===== src/rtl/home_pkg.sv =====
// Shared constants and types for the home security front end: keypad codes,
// pin words driven toward the mode FSM, and the PIN-entry state encoding.
package home_pkg;

    localparam logic [3:0] KEY_CLEAR  = 4'hA;
    localparam logic [3:0] KEY_ENTER  = 4'hB;

    localparam logic [3:0] PIN_DISARM = 4'b0000;
    localparam logic [3:0] PIN_IDLE   = 4'b1111;

    typedef enum logic [1:0] {
        ST_IDLE    = 2'd0,
        ST_ENTRY   = 2'd1,
        ST_CHECK   = 2'd2,
        ST_LOCKOUT = 2'd3
    } pin_state_e;

    function automatic logic is_digit(input logic [3:0] k);
        return k <= 4'd9;
    endfunction

endpackage


===== src/rtl/cycle_timer.sv =====
// Loadable down-counter: start loads load_val, done pulses for one cycle once
// the count has run down to zero; clear abandons the count.
module cycle_timer #(
    parameter int unsigned WIDTH = 8
) (
    input  logic             clk,
    input  logic             rst,
    input  logic             start,
    input  logic             clear,
    input  logic [WIDTH-1:0] load_val,
    output logic             done
);

    logic [WIDTH-1:0] count_q;
    logic             active_q;

    always_ff @(posedge clk) begin
        if (rst || clear) begin
            count_q  <= '0;
            active_q <= 1'b0;
        end else if (start) begin
            count_q  <= load_val;
            active_q <= 1'b1;
        end else if (active_q) begin
            if (count_q == '0) begin
                active_q <= 1'b0;
            end else begin
                count_q <= count_q - 1'b1;
            end
        end
    end

    assign done = active_q && (count_q == '0);

endmodule


===== src/rtl/pin_entry_controller.sv =====
// Keypad PIN entry: buffers BCD digits, checks them against a stored code on
// enter, pulses the disarm word on a match and locks out after repeated misses.
module pin_entry_controller
    import home_pkg::*;
#(
    parameter int unsigned          DIGITS         = 4,
    parameter int unsigned          MAX_FAILS      = 3,
    parameter int unsigned          LOCKOUT_CYCLES = 1000,
    parameter int unsigned          TIMEOUT_CYCLES = 500,
    parameter logic [4*DIGITS-1:0]  DEFAULT_CODE   = 16'h1234,
    localparam int unsigned         COUNT_W        = $clog2(DIGITS + 1)
) (
    input  logic                clk,
    input  logic                rst,
    input  logic                key_valid,
    input  logic [3:0]          key_code,
    input  logic                code_wr,
    input  logic [4*DIGITS-1:0] code_in,
    output logic [3:0]          pin_out,
    output logic                pin_ok,
    output logic                pin_fail,
    output logic                locked,
    output logic [COUNT_W-1:0]  digit_count
);

    localparam int unsigned BUF_W  = 4 * DIGITS;
    localparam int unsigned FAIL_W = $clog2(MAX_FAILS + 1);
    localparam int unsigned TMO_W  = (TIMEOUT_CYCLES > 1) ? $clog2(TIMEOUT_CYCLES) : 1;
    localparam int unsigned LOCK_W = (LOCKOUT_CYCLES > 1) ? $clog2(LOCKOUT_CYCLES) : 1;

    localparam logic [COUNT_W-1:0] FULL_COUNT = COUNT_W'(DIGITS);
    localparam logic [FAIL_W-1:0]  LAST_FAIL  = FAIL_W'(MAX_FAILS - 1);
    localparam logic [TMO_W-1:0]   TMO_LOAD   = TMO_W'(TIMEOUT_CYCLES - 1);
    localparam logic [LOCK_W-1:0]  LOCK_LOAD  = LOCK_W'(LOCKOUT_CYCLES - 1);

    pin_state_e         state_q, state_d;
    logic [BUF_W-1:0]   buffer_q, buffer_d;
    logic [BUF_W-1:0]   stored_q, stored_d;
    logic [COUNT_W-1:0] count_q, count_d;
    logic [FAIL_W-1:0]  fails_q, fails_d;
    logic               ok_d, fail_d;
    logic               pin_ok_q, pin_fail_q;
    logic [3:0]         pin_out_q;
    logic               tmo_start, tmo_clear, tmo_done;
    logic               lock_start, lock_done;

    always_comb begin
        state_d    = state_q;
        buffer_d   = buffer_q;
        stored_d   = stored_q;
        count_d    = count_q;
        fails_d    = fails_q;
        ok_d       = 1'b0;
        fail_d     = 1'b0;
        tmo_start  = 1'b0;
        tmo_clear  = 1'b0;
        lock_start = 1'b0;
        unique case (state_q)
            ST_IDLE: begin
                // A code write takes the cycle; any key arriving with it is dropped.
                if (code_wr) begin
                    stored_d = code_in;
                end else if (key_valid && is_digit(key_code)) begin
                    buffer_d  = BUF_W'({buffer_q, key_code});
                    count_d   = COUNT_W'(1);
                    state_d   = ST_ENTRY;
                    tmo_start = 1'b1;
                end
            end
            ST_ENTRY: begin
                if (key_valid) begin
                    if (key_code == KEY_CLEAR) begin
                        buffer_d  = '0;
                        count_d   = '0;
                        state_d   = ST_IDLE;
                        tmo_clear = 1'b1;
                    end else if (key_code == KEY_ENTER) begin
                        state_d   = ST_CHECK;
                        tmo_clear = 1'b1;
                    end else begin
                        tmo_start = 1'b1;
                        if (is_digit(key_code) && count_q < FULL_COUNT) begin
                            buffer_d = BUF_W'({buffer_q, key_code});
                            count_d  = count_q + 1'b1;
                        end
                    end
                end else if (tmo_done) begin
                    buffer_d = '0;
                    count_d  = '0;
                    state_d  = ST_IDLE;
                end
            end
            ST_CHECK: begin
                buffer_d = '0;
                count_d  = '0;
                if (count_q == FULL_COUNT && buffer_q == stored_q) begin
                    ok_d    = 1'b1;
                    fails_d = '0;
                    state_d = ST_IDLE;
                end else begin
                    fail_d = 1'b1;
                    if (fails_q == LAST_FAIL) begin
                        fails_d    = '0;
                        state_d    = ST_LOCKOUT;
                        lock_start = 1'b1;
                    end else begin
                        fails_d = fails_q + 1'b1;
                        state_d = ST_IDLE;
                    end
                end
            end
            ST_LOCKOUT: begin
                if (lock_done) begin
                    state_d = ST_IDLE;
                end
            end
            default: state_d = ST_IDLE;
        endcase
    end

    always_ff @(posedge clk) begin
        if (rst) begin
            state_q    <= ST_IDLE;
            buffer_q   <= '0;
            stored_q   <= DEFAULT_CODE;
            count_q    <= '0;
            fails_q    <= '0;
            pin_ok_q   <= 1'b0;
            pin_fail_q <= 1'b0;
            pin_out_q  <= PIN_IDLE;
        end else begin
            state_q    <= state_d;
            buffer_q   <= buffer_d;
            stored_q   <= stored_d;
            count_q    <= count_d;
            fails_q    <= fails_d;
            pin_ok_q   <= ok_d;
            pin_fail_q <= fail_d;
            pin_out_q  <= ok_d ? PIN_DISARM : PIN_IDLE;
        end
    end

    cycle_timer #(
        .WIDTH (TMO_W)
    ) u_timeout (
        .clk      (clk),
        .rst      (rst),
        .start    (tmo_start),
        .clear    (tmo_clear),
        .load_val (TMO_LOAD),
        .done     (tmo_done)
    );

    cycle_timer #(
        .WIDTH (LOCK_W)
    ) u_lockout (
        .clk      (clk),
        .rst      (rst),
        .start    (lock_start),
        .clear    (1'b0),
        .load_val (LOCK_LOAD),
        .done     (lock_done)
    );

    assign pin_out     = pin_out_q;
    assign pin_ok      = pin_ok_q;
    assign pin_fail    = pin_fail_q;
    assign locked      = (state_q == ST_LOCKOUT);
    assign digit_count = count_q;

endmodule

===== config.mk =====
export PLATFORM = sky130hd
export DESIGN_NAME = pin_entry_controller
export DESIGN_NICKNAME = d
export VERILOG_FILES = /design/src/rtl/home_pkg.sv /design/src/rtl/cycle_timer.sv /design/src/rtl/pin_entry_controller.sv
export SDC_FILE = /design/constraint.sdc
export NUM_CORES = 1
export LEC_CHECK = 0
export ABC_AREA = 1
export BUFFER_PORTS_ARGS = -buffer_cell sky130_fd_sc_hd__buf_2
export CAP_MARGIN = 5
export CORE_ASPECT_RATIO = 1.75
export CORE_MARGIN = 1
export CORE_UTILIZATION = 23
export CTS_CLUSTER_SIZE = 30
export DETAILED_ROUTE_END_ITERATION = 6
export GPL_TIMING_DRIVEN = 0
export HOLD_SLACK_MARGIN = 0.1
export PLACE_DENSITY_LB_ADDON = 0.25
export REMOVE_ABC_BUFFERS = 1
export SLEW_MARGIN = 0
export SYNTH_ARGS = -nofsm -noshare
export SYNTH_HDL_FRONTEND = slang
export SYNTH_SLANG_ARGS = --single-unit

===== constraint.sdc =====
create_clock -name clk -period 4.3 [get_ports clk]
set_input_delay 0.215 -clock clk [delete_from_list [all_inputs] [get_ports clk]]
set_output_delay 0.215 -clock clk [all_outputs]
set_load 0.01 [all_outputs]

## Yosys cells after proc, flatten, opt, wreduce, memory -nomap -nowiden

Cells that the tools add are included.

- Memory bits (read-only): 0
- Bits in latches: 0
- Flip-flop bits (word level): 66
- Word-level logic and storage cells: 119
- Output and inout port bits: 10
- Bits in writable memories: 0
- Memories: 0

- Reductions and logical operators: 22
- Multipliers: 0
- Add/sub/neg operators: 4
- Eq/ne operators: 17
- Order comparisons: 2
- Bitwise logic cells: 3
- Multiplexer cells: 57
- Divide/modulo/power cells: 0
- Shift operators: 0

Operator list:

| kind | count |
|---|---|
| $mux 16 | 7 |
| $pmux 16 s3 | 1 |
| $mux 10 | 3 |
| $mux 9 | 3 |
| $mux 2 | 11 |
| $mux 1 | 21 |
| $mux 3 | 7 |
| $eq 16x16->1 | 1 |
| $ne 4x4->1 const B | 3 |
| $logic_not 10->1 | 1 |
| $reduce_and 2->1 | 5 |
| $sub 10x1->10 const B | 1 |
| $logic_not 9->1 | 1 |
| $pmux 3 s3 | 1 |
| $sub 9x1->9 const B | 1 |
| $eq 4x4->1 const B | 2 |
| $ne 2x2->1 const B | 4 |
| $pmux 2 s4 | 1 |
| $eq 2x2->1 const B | 3 |
| $reduce_and 6->1 | 1 |
| $reduce_or 2->1 | 3 |
| $logic_and 1x1->1 | 5 |
| $reduce_and 5->1 | 1 |
| $le 4x4->1 const B | 1 |
| 14 further kinds | 17 |

## Longest topological paths before layout

Gate-level depths: netlist (run 1).

- Depth in word-level cells: 7
- Gate-level depth with buffers: 12
- Mapped depth without buffers: 11

## Cells and area by module

Synthesis (run 1) repeated with hierarchy kept, for this count alone.

- Cell total of the unflattened synthesis: 532
- Area total of the unflattened synthesis: 3443.3 um2

Modules (own cells, without submodules):

| module | sequential area each (um2) | cells an instance | times used | area an instance (um2) |
|---|---|---|---|---|
| pin_entry_controller | 840.8 | 298 | 1 | 2038.2 |
| cycle_timer (u_lockout) | 220.2 | 127 | 1 | 759.5 |
| cycle_timer (u_timeout) | 200.2 | 107 | 1 | 645.6 |

## Least setup slack after synthesis (run 1)

Ideal clock, no wire load.

- Path type: register to register
- Start point: reg state_q[1]
- End point: reg buffer_q[10]
- Buffers on the path: 1
- Slack: 2.681 ns
- Clock period less this slack: 1.619 ns
- Stages on the path, launching flop included: 12
- Data arrival time: 1.502 ns
- Data required time: 4.183 ns
- Path through: dfxtp_1 inv_1 ha_1 nand2_1 inv_1 nand2_1 inv_2 nor2_2 buf_2 nor2_1 o21ai_1 a21oi_1

- Cells in the longest elaborated chain, start to end: 3
- Elaborated cells between the ends (all ways): 11
- Those cells by class: eq/ne (7); mux (1); reduce/logical (3)

Ends and longest elaborated chain:

| element | line | source |
|---|---|---|
| start: declaration | pin_entry_controller.sv:36 | `pin_state_e state_q, state_d;` |
| start signal: assignment | pin_entry_controller.sv:132 | `state_q <= state_d;` |
| $eq 2x1->1 (tied with other cells) | pin_entry_controller.sv:58 | `unique case (state_q)` |
| $ne 4x4->1 (no source line) (tied with other cells) | -- |  |
| $reduce_and 6->1 (no source line) | -- |  |
| end signal: assignment | pin_entry_controller.sv:133 | `buffer_q <= buffer_d;` |
| end: declaration | pin_entry_controller.sv:37 | `logic [BUF_W-1:0] buffer_q, buffer_d;` |

Several ways; a longest one is shown, not always the timed one.
A chain may end at the register's enable or synchronous reset.

## Worst setup path after layout (run 1)

- Start point: reg state_q[1]
- End point: reg buffer_q[1]

Same word-level chain as after synthesis.

==> impl_summary.txt, run 1 <==
----------------------------------------------------
[Outcome]
  Result of the run ... complete, no violations

[Layout]
  Area added between synthesis and finish ... 16.9%
  Area occupied by multi-input gates ... 0.00160 mm2
  Diode insertion count for antenna repair ... 0
  Sequential cell area ... 0.00126 mm2
  # nets final ... 541
  FILL cells ... 1526
  Proportion of layout cells with a drive suffix above 1 ... 11.9%

[Synth]
  Number of warnings printed during yosys synthesis ... 0
  Dominant synthesized flop cell ... sky130_fd_sc_hd__dfxtp_1
  Number of unique standard cell types used by synthesis ... 36
  Post-synth top area share ... 38.4%
  Most instantiated cells after synthesis ... sky130_fd_sc_hd__nand2_1 (92), sky130_fd_sc_hd__inv_1 (84), sky130_fd_sc_hd__dfxtp_1 (63), sky130_fd_sc_hd__nor2_1 (54), sky130_fd_sc_hd__a21oi_1 (45)
  Proportion of synthesized flip-flops having asynchronous set or reset ... 0%
  Synthesized area per cell ... 6.85 um2
  Number of enable flip-flop cells after synthesis ... 0
  Synthesized instance count ... 480
  Sequential cell area fraction in the yosys report ... 38.4%
  Most area-consuming cells after synthesis ... sky130_fd_sc_hd__dfxtp_1 (38%), sky130_fd_sc_hd__nand2_1 (11%), sky130_fd_sc_hd__inv_1 (9.6%)
  Cell accounting for the most synthesized area ... sky130_fd_sc_hd__dfxtp_1
  Most common cell in the netlist ... sky130_fd_sc_hd__nand2_1
  Synthesis-stage register bit count ... 63
  Post-Synthesis Cell Area ... 0.00329 mm2

[CTS]
  TritonCTS Buffers ... 9
  Post CTS Setup Buffer Count ... 0
  Number of hold-repair buffers added at the cts stage ... 1
  CTS tree ... built
  Clock buffer depth ... 2
  Clock transition at the registers of the reported paths ... 0.05 ns
  Buffer cell driving the clock tree root ... sky130_fd_sc_hd__clkbuf_16
  Resize count post-CTS ... 0
  H-tree Lvls ... 3
  Number of clock sinks ... 63
  Skew-Pair Late Insertion Delay ... 0.33 ns

[Global route]
  Met1 routing resource usage after global routing ... 12.2%
  Largest net degree at the start of global routing ... 41
  Met3 layer usage reported by global route ... 2.29%
  Global-route track usage on met2 ... 22.0%
  Most congested layer reported by global routing ... met2
  GRT Overall Usage ... 11.9%
  Number of antenna violations at the first check in global routing ... 0
  Wire length of the first global-routing pass ... 13700 um
  Total gr overflow ... 0
  Number of global-route vias before repair ... 2924

[Routing]
  Routed vias ... 3042
  DRC marker count from the first detailed-route iteration ... 149
  Drc violations ... 0
  Via density per instance ... 4.42
  Routed wirelength normalized by instance count ... 12.1 um
  Final wirelength ... 8300 um
  Initial DRT Pass Iterations ... 4
  Post-DRT Antenna Nets ... 0

[Die]
  Core footprint ... 0.0139 mm2
  Io pins ... 34
  Vertical die dimension ... 160 um
  # rows ... 57
  Starting Density ... 23.6%
  Width of the die ... 92.4 um
  Area of the die ... 0.0148 mm2

[Setup path]
  Cells traversed along the worst timing path ... inv_1 -> ha_1 -> nand2_1 -> inv_1 -> a21oi_4 -> nand2_4 -> o21ai_0 -> a21oi_1
  Buf/Inv on CP ... 2
  Reg2Reg Depth ... 8
  Logic depth of the worst path, buffers included ... 8
  Worst EP required ... 4.50 ns
  Max FO, Critical Path ... 36
  CP Data Arrival Time ... 3.21 ns
  Reg2Reg Capture Point ... buffer_q[1]
  Crit-path max cell delay ... 0.63 ns
  Type of element capturing the critical path ... register
  Slowest cell on the critical path ... sky130_fd_sc_hd__nand2_1
  Critical setup path kind ... register to register
  Reg-to-reg critical path startpoint ... state_q[1]
  Slack of the worst reg-to-reg path ... 1.30 ns
  Cell class contributing the biggest share of worst-path delay ... simple AND/OR/NAND/NOR gates
  Cell mode on critical path ... sky130_fd_sc_hd__inv_1
  Startpoint Class ... register

[Run]
  Total of max-cap violations ... 0

[Timing]
  Minimum clock period ... 3.00 ns
  Final setup violation count ... 0
  Period utilization ... 69.8%
  Final Skew ... 0.00519 ns
  RSZ-0062 raised after global routing ... false
  Achievable clock frequency ... 0.333 GHz
  Final number of hold-violating endpoints ... 0
  Worst hold-check slack ... 0.0998 ns
  Setup Total Neg Slack ... 0 ns
  Transition at the pin with the smallest max-transition slack ... 1.19 ns
  Final Slew Violations ... 0
  Max_slew headroom ... 20.8%

[Worst hold path]
  Worst hold path startpoint ... code_in[4]
  Instance count along the most critical hold path ... 3
  Class of the tightest hold or removal check ... input port to register
  Endpoint of the worst hold-timing path ... stored_q[4]

[Placed design]
  DP HPWL ... 6200 um
  Count of port buffers added during placement ... 33
  Weighted congestion at the end of routability-driven global placement ... 0.787

[Power and ir drop]
  PD cells ... 449 mW/mm2
  Peak supply drop ... 0.000147 V
  Pleak ... 1.72 nW

----------------------------------------------------
==> worst max path at each step <==
stage / startpoint / to / slack [ns]
4_1_cts: state_q[0] / buffer_q[1] / 1.17
3_3_place_gp: state_q[0] / buffer_q[1] / 1.16
2_1_floorplan: state_q[0] / digit_count[1] / 2.21
5_1_grt: state_q[1] / digit_count[2] / 1.02
3_5_place_dp: state_q[0] / buffer_q[1] / 1.16
6_report: state_q[1] / buffer_q[1] / 1.30
==> metal layers <==
| layer | routed length, um | part of all wire (%) |
|---|---|---|
| met2 | 4410 | 53 |
| met4 | 281 | 3.4 |
| met1 | 3370 | 41 |
| met5 | 0 | 0 |
| met3 | 235 | 2.8 |
==> tightest hold or removal path, stage by stage <==
cell                      delay [ns]
sky130_fd_sc_hd__buf_2          0.08
sky130_fd_sc_hd__nand2_1        0.04
sky130_fd_sc_hd__nand3_1        0.06
==> through the flow <==
stage,utilization (%),instances,power (mW),instance area (um2),setup slack [ns]
floorplan,-,463,0.974,3180,2.21
global placement,25.6,673,1.07,3570,1.16
detailed placement,25.6,673,1.08,3570,1.16
CTS,27.6,688,1.75,3840,1.17
global route,27.6,688,1.83,3840,1.02
finish,27.6,688,1.72,3840,1.30
==> kinds of logic after synthesis <==
kind of cell	after synthesis	share of synthesized area, %
fa+ha+maj	9	3.43
compound gates	102	17.4
xor+xnor	3	0.800
simple gates	201	27.1
buf+inv	102	12.9
flops	63	38.4
==> placed cells by master (no fill, tap or decap), types with 5 or more instances in the layout <==
master,n
sky130_fd_sc_hd__a21oi_1,45
sky130_fd_sc_hd__buf_2,33
sky130_fd_sc_hd__clkbuf_16,9
sky130_fd_sc_hd__dfxtp_1,63
sky130_fd_sc_hd__ha_1,9
sky130_fd_sc_hd__inv_1,84
sky130_fd_sc_hd__nand2_1,92
sky130_fd_sc_hd__nand3_1,17
sky130_fd_sc_hd__nand4_1,12
sky130_fd_sc_hd__nor2_1,54
sky130_fd_sc_hd__nor3_1,8
sky130_fd_sc_hd__nor3b_1,5
sky130_fd_sc_hd__o211ai_1,5
sky130_fd_sc_hd__o21ai_0,29
sky130_fd_sc_hd__o21ai_1,14
==> flip-flops by register name, indices dropped and copies added, names as in the netlist <==
| register | cells |
|---|---|
| u_timeout.active_q | 1 |
| pin_ok | 1 |
| u_lockout.active_q | 1 |
| buffer_q | 16 |
| stored_q | 16 |
| fails_q | 2 |
| state_q | 2 |
| u_timeout.count_q | 9 |
| pin_out | 1 |
| pin_fail | 1 |
| digit_count | 3 |
| u_lockout.count_q | 10 |
==> where the power goes <==
part	internal [mW]	leakage [nW]	switching, mW
Combinational	0.131	1.08	0.247
Sequential	0.647	0.517	0.0393
Clock	0.414	0.132	0.247
Total	1.19	1.72	0.533
==> area by class of cell <==
class                      count  share of cell area, %
inverter                      85                   8.31
clock buffer                  13                   6.78
multi-input combinational    315                   41.6
sequential                    63                   32.8
tap                          177                   5.77
timing repair buffer          34                   4.56
clock inverter                 1                  0.130
(Power assumes the default switching activity.)
==> inputs of run 2 (changes only) <==
Clock period 4.3 ns to 2.9 ns, I/O delays scaled along.
==> run 2 against run 1 <==
Effect of this change:
- sequential power rose by 49%
- critical path type unchanged
- register-to-register slack got worse by 1.0 ns
- combinational power rose by 51%
- final cell count rose by 1.2%
- clock power rose by 48%
- sequential share of layout area fell by 0.69 points
- first-iteration DRC count fell by 3.4%
==> impl_summary.txt, run 2 (synthesized netlist as in run 1, its figures left out) <==
----------------------------------------------------
[Outcome]
  Result of the run ... complete, no violations

[Routing]
  DRC marker count from the first detailed-route iteration ... 144 (-3.4%)
  Post-DRT Antenna Nets ... 0 (unchanged)
  Top Layer Used ... met4
  Initial DRT Pass Iterations ... 4 (unchanged)
  Drc violations ... 0 (unchanged)
  Final wirelength ... 8340 um (+0.55%)
  Routed wirelength normalized by instance count ... 12.0 um (-0.60%)
  Wire length on met3 ... 221 um (-6.0%)
  Wire length the detailed router placed on met1 ... 3410 um (+1.2%)
  Met2 Routed Length ... 4430 um (+0.48%)
  Via density per instance ... 4.42 (about the same)
  Routed vias ... 3075 (+1.1%)

[Layout]
  Area added between synthesis and finish ... 19.4%
  Diode insertion count for antenna repair ... 0 (unchanged)
  Largest registers in the final layout ... buffer_q (16), stored_q (16), u_lockout.count_q (10)
  Leading cell type in the layout, fill and taps excluded ... sky130_fd_sc_hd__nand2_1
  Most used cells in the layout excluding fill and tap cells ... sky130_fd_sc_hd__nand2_1 (91), sky130_fd_sc_hd__inv_1 (84), sky130_fd_sc_hd__dfxtp_1 (63)
  Fraction of the core area covered by cells at the end of the flow ... 28.2% (+0.59 points)
  FILL cells ... 1517 (-0.59%)
  Proportion of layout cells with a drive suffix above 1 ... 11.9% (about the same)
  # nets final ... 549 (+1.5%)

[Run]
  Total of max-cap violations ... 0 (unchanged)

[Placed design]
  Weighted congestion at the end of routability-driven global placement ... 0.787 (unchanged)
  Count of port buffers added during placement ... 33 (unchanged)
  Worst setup slack before clock tree synthesis ... -0.235 ns (-1.40 ns)
  DP HPWL ... 6200 um (unchanged)

[Setup path]
  Crit-path max cell delay ... 0.41 ns (-0.22 ns)
  Max FO, Critical Path ... 36 (unchanged)
  Buf/Inv on CP ... 2 (unchanged)
  Startpoint Class ... register
  Cells traversed along the worst timing path ... inv_1 -> ha_1 -> nand2_2 -> inv_1 -> a21oi_4 -> nand2_4 -> o21ai_0 -> a21oi_1
  Destination of the critical timing path ... buffer_q[1]
  Worst EP required ... 3.10 ns (-1.40 ns)
  Slack of the worst reg-to-reg path ... 0.27 ns (-1.03 ns)
  Cell class contributing the biggest share of worst-path delay ... compound AO/OA/AOI/OAI gates
  CP Data Arrival Time ... 2.83 ns (-0.38 ns)
  Reg2Reg Capture Point ... buffer_q[1]
  Reg2Reg Depth ... 8 (unchanged)
  Slowest cell on the critical path ... sky130_fd_sc_hd__dfxtp_1
  Critical setup path kind ... register to register
  Type of element capturing the critical path ... register
  Cell mode on critical path ... sky130_fd_sc_hd__inv_1
  Logic depth of the worst path, buffers included ... 8 (unchanged)
  Reg-to-reg critical path startpoint ... state_q[1]
  Start point of the critical path ... state_q[1]

[Die]
  Io pins ... 34 (unchanged)
  Vertical die dimension ... 160 um (unchanged)
  Width of the die ... 92.4 um (unchanged)
  Area of the die ... 0.0148 mm2 (unchanged)
  Starting Density ... 23.6% (unchanged)
  # rows ... 57 (unchanged)
  Core footprint ... 0.0139 mm2 (unchanged)

[Global route]
  Number of global-route vias before repair ... 2939 (+0.51%)
  GRT Overall Usage ... 12.0% (+0.039 points)
  Wire length of the first global-routing pass ... 13800 um (+0.45%)
  Total gr overflow ... 0 (unchanged)
  Number of antenna violations at the first check in global routing ... 0 (unchanged)
  Largest net degree at the start of global routing ... 41 (unchanged)

[Power and ir drop]
  PD cells ... 654 mW/mm2 (+46%)
  Pleak ... 1.76 nW (+1.9%)
  Total power after layout ... 2.57 mW (+49%)
  Peak supply drop ... 0.000216 V (+47%)

[Timing]
  Setup Total Neg Slack ... 0 ns (unchanged)
  RSZ-0062 raised after global routing ... false
  Transition at the pin with the smallest max-transition slack ... 1.19 ns (+0.00304 ns)
  Final Slew Violations ... 0 (unchanged)
  Achievable clock frequency ... 0.381 GHz (+14%)
  Final worst setup slack ... 0.273 ns (-1.03 ns)
  Final number of hold-violating endpoints ... 0 (unchanged)
  Final setup violation count ... 0 (unchanged)
  Final Skew ... 0.00652 ns (+0.00132 ns)
  Max_slew headroom ... 20.5% (-0.20 points)
  Minimum clock period ... 2.63 ns (-0.374 ns)
  Period utilization ... 90.6% (+21 points)

[CTS]
  TritonCTS Buffers ... 9 (unchanged)
  Skew-Pair Late Insertion Delay ... 0.33 ns (about the same)
  H-tree Lvls ... 3 (unchanged)
  CTS tree ... built
  Post CTS Setup Buffer Count ... 0 (unchanged)
  Clock buffer depth ... 2 (unchanged)
  Number of clock sinks ... 63 (unchanged)
  Buffer cell driving the clock tree root ... sky130_fd_sc_hd__clkbuf_16
  Clock transition at the registers of the reported paths ... 0.05 ns (about the same)

[Worst hold path]
  Class of the tightest hold or removal check ... input port to register

----------------------------------------------------
run 2: area by class of cell:
| type | count | area, um2 | share of cell area (%) |
|---|---|---|---|
| clock buffers | 13 | 260 | 6.63 |
| clock inverters | 1 | 5.00 | 0.128 |
| inverters | 85 | 319 | 8.13 |
| multi-input cells | 315 | 1600 | 40.8 |
| flip-flops and latches | 63 | 1260 | 32.1 |
| well taps | 177 | 221 | 5.64 |
| repair buffers | 42 | 255 | 6.51 |
run 2: routing by layer:
layer,up-vias,GRT usage [%]
met5,-,0
met4,0,6.75
met3,14,2.19
met2,53,22.1
met1,1411,12.3
li1,1597,-
run 2: report_power, final:
group,switching (mW),internal (mW),total [mW]
combinational,0.368,0.201,0.569
sequential,0.0584,0.959,1.02
clock,0.367,0.614,0.980
total,0.793,1.77,2.57
run 2: timing repair:
| action | in CTS | in global routing |
|---|---|---|
| hold buffers | 9 | 0 |
| hold endpoints to repair | 9 | 0 |
| setup endpoints to repair | 9 | 0 |
| resized for setup | 1 | 0 |
run 2: worst min path at each step:
stage / start / end / slack (ns) / depth (start not counted)
2_1_floorplan: rst / digit_count[0] / 0.21 / 1
3_3_place_gp: code_in[5] / stored_q[5] / 0.36 / 3
4_1_cts: code_in[15] / stored_q[15] / 0.10 / 3
5_1_grt: code_in[3] / stored_q[3] / 0.15 / 3
3_5_place_dp: code_in[9] / stored_q[9] / 0.37 / 3
6_report: code_in[11] / stored_q[11] / 0.10 / 3
run 2: worst min-delay path, cell delays in order:
cell	delay, ns
sky130_fd_sc_hd__buf_2	0.07
sky130_fd_sc_hd__o21ai_0	0.07
sky130_fd_sc_hd__a21oi_1	0.10
run 2: through the flow:
step                      std cells  hold slack (ns)  instance area [um2]
after CTS                       696            0.100                 3920
after detailed placement        673            0.371                 3570
final                           696            0.102                 3920
after floorplan                 463            0.214                 3180
after global routing            696            0.146                 3920
after global placement          673            0.363                 3570
